==> src/rtl/capture_trigger.sv <==
// Registers ADC samples into a valid/data stream and emits a one-shot threshold trigger
// with holdoff. Optional feature macro: CAPTURE_TRIGGER_HYSTERESIS_EN (hysteresis on "pre").
module capture_trigger #(
  parameter int SAMPLE_DATA_WIDTH = 8,
  parameter int CAPTURE_LENGTH    = 1000,
  parameter int HYST              = 4
) (
  input  logic                         clk,
  input  logic                         rst_n,
  input  logic                         axiiv,
  input  logic [SAMPLE_DATA_WIDTH-1:0] axiid,
  input  logic [SAMPLE_DATA_WIDTH-1:0] threshold,
  input  logic                         edge_sel,
  input  logic                         arm,
  input  logic                         auto_rearm,
  input  logic                         force_trig,
  output logic                         axiov,
  output logic [SAMPLE_DATA_WIDTH-1:0] axiod,
  output logic                         trigger,
  output logic [1:0]                   state
);

  localparam int W       = SAMPLE_DATA_WIDTH;
  localparam int CNT_W   = $clog2(CAPTURE_LENGTH + 1);
  localparam int MAX_VAL = (1 << W) - 1;

`ifdef CAPTURE_TRIGGER_HYSTERESIS_EN
  localparam bit HYST_ON = 1'b1;
`else
  localparam bit HYST_ON = 1'b0;
`endif

  localparam int HYST_EFF = HYST_ON ? ((HYST > MAX_VAL) ? MAX_VAL : HYST) : 0;
  localparam logic [W-1:0]   HYST_W   = W'(HYST_EFF);
  localparam logic [W:0]     HYST_EXT = (W+1)'(HYST_EFF);
  localparam logic [W:0]     MAX_EXT  = {1'b0, {W{1'b1}}};
  localparam logic [W-1:0]   MAX_W    = {W{1'b1}};
  localparam logic [CNT_W-1:0] CNT_ONE  = CNT_W'(1);
  localparam logic [CNT_W-1:0] CNT_LAST = CNT_W'(CAPTURE_LENGTH - 1);

  typedef enum logic [1:0] {
    ST_IDLE    = 2'd0,
    ST_ARMED   = 2'd1,
    ST_READY   = 2'd2,
    ST_HOLDOFF = 2'd3
  } state_e;

  state_e             state_q, state_d;
  logic [CNT_W-1:0]   cnt_q, cnt_d;
  logic               force_q, force_d;
  logic               axiov_q, axiov_d;
  logic [W-1:0]       axiod_q, axiod_d;
  logic               trigger_q, trigger_d;

  logic [W-1:0]       pre_lo_s;
  logic [W-1:0]       pre_hi_s;
  logic [W:0]         pre_hi_ext_s;
  logic               pre_s;
  logic               cross_s;
  logic               force_eff_s;
  logic               fire_s;
  state_e             rearm_s;

  // Saturated pre levels and the pre/cross conditions for the current sample
  always_comb begin
    if (threshold >= HYST_W) begin
      pre_lo_s = threshold - HYST_W;
    end else begin
      pre_lo_s = '0;
    end
    pre_hi_ext_s = {1'b0, threshold} + HYST_EXT;
    if (pre_hi_ext_s > MAX_EXT) begin
      pre_hi_s = MAX_W;
    end else begin
      pre_hi_s = pre_hi_ext_s[W-1:0];
    end
    if (edge_sel) begin
      pre_s   = (axiid > pre_hi_s);
      cross_s = (axiid <= threshold);
    end else begin
      pre_s   = (axiid < pre_lo_s);
      cross_s = (axiid >= threshold);
    end
  end

  // Next-state logic for the datapath register and the trigger FSM
  always_comb begin
    state_d     = state_q;
    cnt_d       = cnt_q;
    force_d     = force_q;
    axiov_d     = axiiv;
    axiod_d     = axiiv ? axiid : axiod_q;
    trigger_d   = 1'b0;
    force_eff_s = force_q | force_trig;
    rearm_s     = auto_rearm ? ST_ARMED : ST_IDLE;
    fire_s      = 1'b0;

    case (state_q)
      ST_IDLE: begin
        force_d = 1'b0;
        cnt_d   = '0;
        if (arm) begin
          state_d = ST_ARMED;
        end else begin
          state_d = ST_IDLE;
        end
      end
      ST_ARMED, ST_READY: begin
        // A pending or same-cycle force rides on the next valid sample
        fire_s = axiiv & (force_eff_s | ((state_q == ST_READY) & cross_s));
        if (fire_s) begin
          trigger_d = 1'b1;
          force_d   = 1'b0;
          if (CAPTURE_LENGTH <= 1) begin
            state_d = rearm_s;
            cnt_d   = '0;
          end else begin
            state_d = ST_HOLDOFF;
            cnt_d   = CNT_ONE;
          end
        end else begin
          force_d = force_eff_s;
          if (axiiv && pre_s) begin
            state_d = ST_READY;
          end else begin
            state_d = state_q;
          end
        end
      end
      ST_HOLDOFF: begin
        force_d = 1'b0;
        if (axiiv) begin
          if (cnt_q >= CNT_LAST) begin
            state_d = rearm_s;
            cnt_d   = '0;
          end else begin
            state_d = ST_HOLDOFF;
            cnt_d   = cnt_q + CNT_ONE;
          end
        end else begin
          state_d = ST_HOLDOFF;
        end
      end
      default: begin
        state_d = ST_IDLE;
        cnt_d   = '0;
        force_d = 1'b0;
      end
    endcase
  end

  // State and output registers
  always_ff @(posedge clk or negedge rst_n) begin
    if (!rst_n) begin
      state_q   <= ST_IDLE;
      cnt_q     <= '0;
      force_q   <= 1'b0;
      axiov_q   <= 1'b0;
      axiod_q   <= '0;
      trigger_q <= 1'b0;
    end else begin
      state_q   <= state_d;
      cnt_q     <= cnt_d;
      force_q   <= force_d;
      axiov_q   <= axiov_d;
      axiod_q   <= axiod_d;
      trigger_q <= trigger_d;
    end
  end

  assign axiov   = axiov_q;
  assign axiod   = axiod_q;
  assign trigger = trigger_q;
  assign state   = state_q;

endmodule

==> config.mk <==
export PLATFORM = sky130hd
export DESIGN_NAME = capture_trigger
export DESIGN_NICKNAME = d
export VERILOG_FILES = /design/src/rtl/capture_trigger.sv
export SDC_FILE = /design/constraint.sdc
export NUM_CORES = 1
export LEC_CHECK = 0
export CORE_MARGIN = 2
export CORE_UTILIZATION = 30
export CTS_CLUSTER_DIAMETER = 50
export CTS_CLUSTER_SIZE = 40
export DETAILED_ROUTE_END_ITERATION = 7
export SKIP_LAST_GASP = 1
export SYNTH_ARGS = -nofsm -noshare
export SYNTH_HDL_FRONTEND = slang
export SYNTH_SLANG_ARGS = --single-unit
==> constraint.sdc <==
create_clock -name clk -period 1.8 [get_ports clk]
set_input_delay 0.36 -clock clk [delete_from_list [all_inputs] [get_ports clk]]
set_output_delay 0.36 -clock clk [all_outputs]
set_load 0.05 [all_outputs]
=== Word-level counts from Yosys, hierarchy flattened ===
Index checks and enable logic that the tools add are counted.

* Flip-flop bits (word level): 23
* Input bits: 23
* Output and inout port bits: 12
* Word-level logic and storage cells: 48

* Add/subtract/negate cells: 1
* Magnitude comparators: 7
* Eq/ne operators: 6
* Multiplexer cells: 19
* Bitwise logic cells: 4
* Reduce and logical (&&, ||, !) cells: 5

{| class="wikitable"
|+ Operator list
! cell !! count
|-
| 10-bit two-way mux || 3
|-
| 10-bit one-hot mux with 3 select lines || 1
|-
| 8-bit two-way mux || 2
|-
| 10-bit by 1-bit adder with 10-bit output (second input constant) || 1
|-
| 10-bit >= comparator (second input constant) || 1
|-
| 8-bit by 1-bit >= comparator with 1-bit output (second input constant) || 1
|-
| 8-bit >= comparator || 1
|-
| 8-bit greater-than comparator || 1
|-
| 8-bit greater-than comparator (second input constant) || 1
|-
| 8-bit less-or-equal comparator || 1
|-
| 8-bit less-than comparator || 1
|-
| 2-bit two-way mux || 4
|-
| 1-bit two-way mux || 7
|-
| 2-bit one-hot mux with 3 select lines || 1
|-
| 2-bit == test (second input constant) || 2
|-
| 2-bit != test (second input constant) || 2
|-
| 2-bit OR reduction || 2
|-
| 3-bit != test (second input constant) || 1
|-
| 1-bit bitwise AND || 2
|-
| 2-bit by 1-bit == test with 1-bit output (second input constant) || 1
|-
| 2-bit logical NOT || 1
|-
| 1-bit OR || 2
|-
| 1-bit one-hot mux with 2 select lines || 1
|-
| 2-bit AND reduction || 1
|-
| 1-bit logical AND || 1
|}

=== Logic depth before layout (Yosys ltp) ===
Gate-level depths: netlist of run 1.

* Depth after elaboration: 8
* Mapped depth: 10
* Depth with buffers taken out: 9

=== Worst setup path before layout of run 1 ===
No wires, ideal clock.

* Path kind: input to register
* Start: input threshold[5]
* End: register state_q[1], in the netlist state[1]
* Library setup time: 128 ps
* Arrival time: 2212 ps
* Data required time: 1672 ps
* Path slack: -540 ps
* Stages on the path: 9
* Cell sequence: inv_1 ha_1 and4_4 nand4_2 nand2_1 or4_4 and3_4 nor3_4 mux2_1

* Word-level cells in the longest chain between the ends: 7
* Elaborated cells on any way between the ends: 17

{| class="wikitable"
|+ Ends and longest elaborated chain
! element !! line !! RTL
|-
| from (decl) || 12 || <nowiki>input logic [SAMPLE_DATA_WIDTH-1:0] threshold,</nowiki>
|-
| parallel branches: the longest is 7 deep, another holds 8-bit by 1-bit >= comparator with 1-bit output || -- ||
|-
| to (signal assigned) || 162 || <nowiki>state_q <= state_d;</nowiki>
|-
| to (decl) || 48 || <nowiki>state_e state_q, state_d;</nowiki>
|}

Several ways; the timed one is not identified.
A chain may end at the register's enable or synchronous reset.

=== Worst setup path after layout of run 1 ===
* Start: input axiid[6]
* End: register cnt_q[3]

* Word-level cells in the longest chain between the ends: 7
* Elaborated cells on any way between the ends: 8

{| class="wikitable"
|+ Ends and longest elaborated chain
! element !! line !! RTL
|-
| from (decl) || 11 || <nowiki>input logic [SAMPLE_DATA_WIDTH-1:0] axiid,</nowiki>
|-
| 8-bit >= comparator or 8-bit less-or-equal comparator (tied branches) || 82, 79 ||
|-
| 1-bit two-way mux (*) || 77 || <nowiki>if (edge_sel) begin</nowiki>
|-
| 1-bit bitwise AND (*) || 110 || <nowiki>fire_s = axiiv & (force_eff_s | ((state_q == ST_READY) & cross_s));</nowiki>
|-
| 1-bit OR (*) || 110 ||
|-
| 1-bit bitwise AND (*) || 110 ||
|-
| 2-bit != test (no line) (*) || -- ||
|-
| 2-bit AND reduction (no line) (*) || -- ||
|-
| to (signal assigned) || 163 || <nowiki>cnt_q <= cnt_d;</nowiki>
|-
| to (decl) || 49 || <nowiki>logic [CNT_W-1:0] cnt_q, cnt_d;</nowiki>
|}

Mark *: on every way between the ends. The rest lies on a longest branch, timed or not.

==> results of run 1 <==
[per-layer routing]
layer / share of wire [%] / vias up / global-route usage (%)
met3: 4.2 / 2 / 2.36
met4: 0.50 / 0 / 3.14
met1: 41 / 635 / 16.6
met2: 55 / 35 / 28.2
li1: - / 633 / -
met5: 0 / - / 0
[flip-flops by register name, indices dropped and copies added (netlist names)]
signal / cells
axiod: 8
axiov: 1
cnt_q: 10
force_q: 1
state: 2
trigger: 1
[cell usage after synthesis]
cell type	number	area share (%)
ha_1	12	11
nor3_4	1	1.2
a31oi_2	1	0.90
or3_1	1	0.45
nor3_1	2	0.72
nand2b_1	4	1.8
mux2_1	1	0.81
nand4_1	2	0.90
o22a_1	1	0.63
nand2_1	8	2.2
a211o_1	1	0.63
and3_4	1	0.81
o21ai_1	9	3.2
nand4_2	1	0.90
and3_1	4	1.8
and4_1	1	0.63
o31ai_1	5	2.7
mux2_2	8	6.5
a221oi_1	1	0.63
o21ai_0	7	2.5
a21boi_1	1	0.54
buf_4	1	0.54
or4_4	1	0.81
o211ai_1	1	0.54
and4_4	1	0.81
nand3_1	4	1.4
o21ai_2	1	0.63
buf_2	1	0.36
a21oi_1	6	2.2
o2111ai_1	1	0.63
a31oi_1	1	0.45
dfrtp_1	23	41
nor2_1	12	3.2
or2_1	1	0.45
inv_1	12	3.2
and2_1	2	0.90
nor2b_1	3	1.3
[kinds of logic (layout without fill, tap and decap cells)]
group                    count (synthesis)  in the layout  synth area share (%)
AO/OA/AOI/OAI                           36             36                  16.2
multiplexers                             9              9                  7.28
buffers and inverters                   14             75                  4.13
adder cells (fa/ha/maj)                 12             12                  10.8
AND/OR/NAND/NOR                         49             49                  20.3
flip-flops                              23             23                  41.3
[cell type report]
class | instances | area share, %
clock buffers | 3 | 1.86
clock inverters | 1 | 0.226
inverters | 12 | 2.48
multi-input cells | 106 | 44.9
flip-flops and latches | 23 | 26.0
well taps | 52 | 2.93
repair buffers | 59 | 21.6
[critical path: cells and delay by family]
family	cells	cell delay [ns]
buffers and inverters	2	0.24
and+or+nand+nor	5	1.10
AOI/OAI and AO/OA	2	0.33
adders and majority gates	1	0.22
[per-stage QoR]
stage	setup slack [ns]	hold slack (ns)	TNS (ns)	utilization (%)
5_1_grt	-0.342	0.330	-3.81	50.2
6_report	-0.305	0.338	-3.11	50.2
2_1_floorplan	-0.412	0.0644	-3.49	-
4_1_cts	-0.322	0.329	-3.40	48.2
3_5_place_dp	-1.02	0.490	-12.21	45.9
3_3_place_gp	-0.980	0.461	-11.71	45.9
[power breakdown]
part           leakage, nW  total [mW]  switching [mW]  internal (mW)
Combinational        0.675        1.46           0.811          0.651
Sequential           0.295       0.649          0.0555          0.594
Clock               0.0255       0.327           0.172          0.155
Total                0.995        2.44            1.04           1.40
[how the worst min path moves through the flow]
stage / from / end / slack [ns] / cells past startpoint
6_report: axiid[5] / axiod[5]$_DFFE_PN0P_ / 0.34 / 2
4_1_cts: axiid[5] / axiod[5]$_DFFE_PN0P_ / 0.33 / 2
3_3_place_gp: cnt_q[8]$_DFFE_PN0P_ / cnt_q[8]$_DFFE_PN0P_ / 0.46 / 1
2_1_floorplan: rst_n / axiod[0]$_DFFE_PN0P_ / 0.06 / 0
5_1_grt: axiid[5] / axiod[5]$_DFFE_PN0P_ / 0.33 / 2
3_5_place_dp: cnt_q[8]$_DFFE_PN0P_ / cnt_q[8]$_DFFE_PN0P_ / 0.49 / 1
[timing repair]
item | 4_1_cts | 5_1_grt
gates cloned | 0 | 0
resized for setup | 75 | 24
setup endpoints to repair | 13 | 13
pin swaps | 14 | 12
setup buffers | 2 | 2
==> results.json, run 1 <==
{
  "status": "complete, but fails checks",
  "violations": "setup timing",
  "dp_cells": 248,
  "viasPerCell": 5.10,
  "drc": 0,
  "synth_nets": 178,
  "grt_pass1_vias": 1386,
  "cp-start-kind": "primary input",
  "row_count": 24,
  "yosysSeqAreaShare_pct": 41.3,
  "io_pins": 35,
  "stdcell_area_um2": 2220,
  "period_share_pct": 117,
  "firstDrtPassIters": 4,
  "core_region_area_um2": 4410,
  "hold_class": "in2reg",
  "grt_max_degree": 24,
  "fmax_ghz": 0.475,
  "netlist_area_um2": 1390,
  "power_density_nw_per_um2": 1100,
  "routedWlPerCell_um": 14.7,
  "io_buffers": 34,
  "ys_seq_elements": 23,
  "die_h_um": 72.1,
  "period_needed_ns": 2.11,
  "cts_hold_buf": 0,
  "max_slew_margin_pct": 77.1,
  "place.gp.congestion": 0.826,
  "n_fill_cell": 404,
  "cp_max_fo": 6,
  "nets": 240,
  "cp.arrival_ns": 2.25,
  "cts.sinks": 23,
  "syn_avg_cell_area_um2": 9.74,
  "clock-skew-final_ns": 0.00300,
  "maxCapViolCount": 0,
  "rsz0062_at_grt": "true",
  "startpoint": "axiid[6]",
  "finalNonFillerCells": 256,
  "cts_buffer_depth": 2,
  "yosysUniqueCellTypes": 37,
  "r2r-end": "cnt_q[3]$_DFFE_PN0P_",
  "gr-total-overflow": 0,
  "finalHoldViolCount": 0,
  "grt_usage_pct": 14.6,
  "cts_tree": "done",
  "clk_pin_slew_ns": 0.08,
  "p_total_mw": 2.44,
  "rr_worst_depth": 7,
  "grt_pass1_wl_um": 6040,
  "multi_input_area_um2": 996,
  "num_vias": 1305,
  "cp.required_ns": 1.94,
  "cp_slowest_stage_delay_ns": 0.54,
  "placedInstanceArea_um2": 2030,
  "numCtsBuffers": 3,
  "start_util_pct": 31.5,
  "slew_viol_final": 0,
  "p_leak_nw": 0.995,
  "setup.worst_path.end": "cnt_q[3]$_DFFE_PN0P_",
  "cts.htree.levels": 1,
  "setup-violations-final": 12,
  "antenna_found_initial": 0,
  "die_w_um": 72.1,
  "clk_latency_ns": 0.27,
  "drt-total-wl_um": 3770,
  "cpMaxStageDelayCell": "or4_4",
  "r2r-start": "force_q$_DFF_PN0_",
  "areaGrowthSynthToFinish_pct": 59.2,
  "layout_setup_ws_ns": -0.305,
  "worst_setup_path_end_kind": "register",
  "yosys_warnings": 0,
  "clockRootBuffer": "clkbuf_8",
  "worstMarginPinSlew_ns": 0.340,
  "final_common_cell": "buf_4",
  "antenna_cells": 0,
  "die_area_um2": 5200,
  "ant_nets": 0,
  "drtIter0Drc": 31,
  "drive_above_1_share_pct": 52.0,
  "synthCells": 143,
  "criticalPathCategory": "in2reg",
  "dp_hpwl_um": 2710,
  "seq_area_um2": 576,
  "most-common-layout-cells": "buf_4 (33), dfrtp_1 (23), nor2_1 (10), buf_6 (10), o21ai_1 (9)",
  "rrSetupSlack_ns": -0.17,
  "path_cells": "buf_6, ha_4, and4_4, nand4_4, nand2_2, or4_4, and3_4, buf_4, o21ai_4, o21ai_1",
  "peakVddDrop_v": 0.000449
}
Power figures use the tool's default switching activity.
==> inputs of run 2 (changes only) <==
PLACE_DENSITY_LB_ADDON = 0.15   (was default)
==> results.json, run 2 (same netlist as run 1, synthesis figures left out) <==
{
  "die_w_um": 72.1,
  "firstDrtPassIters": 4,
  "violations": "setup timing",
  "final_common_cell": "buf_4",
  "stdcell_area_um2": 2180,
  "clockRootBuffer": "clkbuf_8",
  "grt_pass1_wl_um": 5850,
  "clock-skew-final_ns": 0.00749,
  "power_density_nw_per_um2": 1080,
  "die_area_um2": 5200,
  "cts.sinks": 23,
  "setup-violations-final": 13,
  "cts.htree.levels": 1,
  "worstMarginPinSlew_ns": 0.418,
  "peakVddDrop_v": 0.000542,
  "dp_hpwl_um": 2730,
  "period_needed_ns": 2.08,
  "place.gp.congestion": 0.830,
  "die_h_um": 72.1,
  "grt_max_degree": 24,
  "drive_above_1_share_pct": 49.3,
  "finalHoldViolCount": 0,
  "hold_class": "in2reg",
  "cp.required_ns": 1.98,
  "max_slew_margin_pct": 71.8,
  "slew_viol_final": 0,
  "viasPerCell": 5.03,
  "areaGrowthSynthToFinish_pct": 56.5,
  "regMostFlops": "cnt_q",
  "io_pins": 35,
  "cp-start-kind": "primary input",
  "clk_pin_slew_ns": 0.08,
  "start_util_pct": 31.5,
  "cp_max_fo": 8,
  "grt_pass1_vias": 1368,
  "status": "complete, but fails checks",
  "gr-total-overflow": 0,
  "routedWlPerCell_um": 13.7,
  "largest_reg_flops": 10,
  "cts_hold_buf": 0,
  "pre_cts_slack_ns": -1.01,
  "antenna_found_initial": 0,
  "grt_usage_pct": 14.0,
  "period_share_pct": 116,
  "placedInstanceArea_um2": 2030,
  "most-common-layout-cells": "buf_4 (31), dfrtp_1 (23), buf_6 (10)",
  "cts_buffer_depth": 2,
  "p_leak_nw": 0.982,
  "maxCapViolCount": 0,
  "io_buffers": 34,
  "layout_setup_ws_ns": -0.283,
  "row_count": 24,
  "drtIter0Drc": 41,
  "worst_setup_path_end_kind": "register",
  "drt-total-wl_um": 3500,
  "criticalPathCategory": "in2reg",
  "clk_latency_ns": 0.26,
  "fmax_ghz": 0.480,
  "nets": 239,
  "antenna_cells": 0,
  "hold_ws_ns": 0.346,
  "ant_nets": 0,
  "cp.arrival_ns": 2.26,
  "numCtsBuffers": 3,
  "num_vias": 1283,
  "core_region_area_um2": 4410,
  "cts_tree": "done",
  "rsz0062_at_grt": "true",
  "drc": 0
}
run 2: worst max-delay path, stage by stage:
cell and delay [ns]:
buf_6 0.09, inv_4 0.05, ha_4 0.19, and2_4 0.17
nand4_4 0.10, nand2_2 0.05, or4_4 0.54, buf_6 0.14
a31oi_4 0.21, buf_6 0.17, o21ai_0 0.09, o21ai_1 0.09
run 2: power by group:
group	total, mW	internal, mW	switching, mW
Sequential	0.645	0.594	0.0519
Combinational	1.39	0.611	0.781
Clock	0.323	0.158	0.165
Total	2.36	1.36	0.998
run 2: through the flow:
step	TNS (ns)	power, mW	util, %	cells
final	-2.87	2.36	49.4	255
after floorplan	-3.49	1.41	-	143
after global placement	-11.62	1.85	45.9	248
after detailed placement	-11.73	1.87	45.9	248
after global routing	-3.33	2.52	49.4	255
after CTS	-2.68	2.29	47.9	254
run 2: path summary, 6_finish.rpt:
path                                      start              endpoint  slack [ns]  cells past startpoint
setup reg to reg              force_q$_DFF_PN0_  cnt_q[6]$_DFFE_PN0P_       -0.13                      8
setup / recovery                   threshold[3]  cnt_q[6]$_DFFE_PN0P_       -0.28                     12
hold / removal                         axiid[5]  axiod[5]$_DFFE_PN0P_        0.35                      2
hold reg to reg            cnt_q[9]$_DFFE_PN0P_  cnt_q[9]$_DFFE_PN0P_        0.50                      1
max in group asynchronous                 rst_n  axiod[6]$_DFFE_PN0P_        1.10                      2
min in group asynchronous                 rst_n  cnt_q[9]$_DFFE_PN0P_        0.45                      2
run 2: cell type report:
class / count / area [µm²]
well taps: 52 / 65.1
clock buffers: 4 / 45.0
multi-input cells: 106 / 971
repair buffers: 58 / 468
flip-flops and latches: 23 / 576
fillers: 406 / 2230
inverters: 12 / 55.1
run 2: routing by layer:
metal,GRT usage [%],vias up,share of wire [%]
li1,-,634,-
met1,16.8,605,44
met2,25.2,40,50
met3,3.06,4,5.4
met4,3.77,0,0.77
met5,0,-,0
run 2: timing repair:
item                       in CTS  in global routing
pin swaps                      20                 14
gates resized for setup        76                 16
setup buffers                   2                  1
setup endpoints to repair      13                 13
==> inputs of run 3 (changes only) <==
CELL_PAD_IN_SITES_DETAIL_PLACEMENT = 0   (was default)
CELL_PAD_IN_SITES_GLOBAL_PLACEMENT = 1   (was default)
==> results.json, run 3 (same netlist as run 1, synthesis figures left out) <==
{
  "status": "complete, but fails checks",
  "violations": "setup timing",
  "fmax_ghz": 0.481,
  "grt_pass1_wl_um": 6160,
  "startpoint": "axiid[6]",
  "numCtsBuffers": 3,
  "period_needed_ns": 2.08,
  "rsz0062_at_grt": "true",
  "final_common_cell": "buf_4",
  "antenna_found_initial": 0,
  "ant_nets": 0,
  "finalHoldViolCount": 0,
  "cts_tree": "done",
  "grt_usage_pct": 15.1,
  "start_util_pct": 31.5,
  "r2r-start": "cnt_q[0]$_DFFE_PN0P_",
  "grt_max_degree": 24,
  "gr-usage-met2_pct": 27.0,
  "most-common-layout-cells": "buf_4 (35), dfrtp_1 (23), nor2_1 (11), o21ai_1 (10)",
  "max_slew_margin_pct": 75.4,
  "regMostFlops": "cnt_q",
  "p_leak_nw": 0.983,
  "areaGrowthSynthToFinish_pct": 55.7,
  "gr-total-overflow": 0,
  "place.gp.congestion": 0.815,
  "hold_start": "axiid[6]",
  "grt_util_met1_pct": 17.3,
  "clockRootBuffer": "clkbuf_8",
  "period_share_pct": 116,
  "cts_hold_buf": 0,
  "maxCapViolCount": 0,
  "drive_above_1_share_pct": 47.1,
  "met3_usage_pct": 2.92,
  "cp_max_fo": 2,
  "largest_reg_flops": 10,
  "die_area_um2": 5200,
  "drt-total-wl_um": 3710,
  "drc": 0,
  "cts.htree.levels": 1,
  "cp-start-kind": "primary input",
  "peakVddDrop_v": 0.000394,
  "cts.sinks": 23,
  "antenna_cells": 0,
  "placedInstanceArea_um2": 2030,
  "worst_setup_path_end_kind": "register",
  "firstDrtPassIters": 4,
  "io_buffers": 34,
  "busiest_layer": "met2",
  "drtIter0Drc": 87,
  "cp.arrival_ns": 2.24,
  "hold_class": "in2reg",
  "power_density_nw_per_um2": 1080,
  "viasPerCell": 5.00,
  "core_region_area_um2": 4410,
  "criticalPathCategory": "in2reg",
  "nets": 240,
  "num_vias": 1281,
  "die_w_um": 72.1,
  "io_pins": 35,
  "worstMarginPinSlew_ns": 0.368,
  "clk_latency_ns": 0.27,
  "routedWlPerCell_um": 14.5,
  "clk_pin_slew_ns": 0.09,
  "stdcell_area_um2": 2170,
  "cp.required_ns": 1.96,
  "dp_cells": 248,
  "die_h_um": 72.1,
  "setup-violations-final": 13,
  "cts_buffer_depth": 2,
  "row_count": 24,
  "layout_setup_ws_ns": -0.279,
  "grt_pass1_vias": 1408,
  "slew_viol_final": 0,
  "finalNonFillerCells": 256,
  "dp_hpwl_um": 2740,
  "clock-skew-final_ns": 0.00338
}
## run 3: final timing paths
kind	end	slack [ns]	cells after the start
worst max-delay path	state[1]$_DFFE_PN0P_	-0.28	9
worst min-delay path	axiod[6]$_DFFE_PN0P_	0.32	2
worst max register to register	cnt_q[4]$_DFFE_PN0P_	-0.13	7
worst min register to register	cnt_q[8]$_DFFE_PN0P_	0.49	1
max in group asynchronous	trigger$_DFF_PN0_	1.11	2
min in group asynchronous	cnt_q[2]$_DFFE_PN0P_	0.45	2
## run 3: area by class of cell
type | instances | area, µm²
Clock inverter | 1 | 5.00
Inverter | 12 | 55.1
Multi-Input combinational cell | 106 | 945
Fill cell | 398 | 2250
Clock buffer | 3 | 41.3
Sequential cell | 23 | 576
Tap cell | 52 | 65.1
Timing Repair Buffer | 59 | 482
## run 3: stage by stage
step	TNS (ns)	worst slack [ns]	hold WS [ns]	utilization [%]	total power, mW
after floorplan	-3.49	-0.412	0.0644	-	1.41
after global placement	-11.51	-0.976	0.457	45.9	1.87
after detailed placement	-11.91	-1.01	0.476	45.9	1.88
after CTS	-3.13	-0.310	0.318	47.8	2.28
after global routing	-3.60	-0.315	0.310	49.1	2.52
final	-2.77	-0.279	0.325	49.1	2.33
## run 3: where the power goes
part,internal (mW),total (mW),switching (mW)
registers,0.594,0.645,0.0511
logic,0.613,1.35,0.737
clock network,0.155,0.337,0.182
total,1.36,2.33,0.970
## run 3: repair_timing
action,4_1_cts,5_1_grt
setup buffers,3,1
resized for setup,74,12
endpoints found under the setup margin,13,13
pin swaps,13,7
## run 3: routing by layer
metal	vias up	part of all wire, %
met4	0	1.3
met3	5	2.9
met1	616	42
met5	-	0
met2	22	54
li1	638	-
## run 3: critical path: stages
cell	delay [ns]
buf_8	0.10
ha_4	0.22
and4_4	0.20
nand4_4	0.09
nand2_1	0.06
or4_4	0.53
and3_4	0.22
nor3_4	0.14
mux2_4	0.31
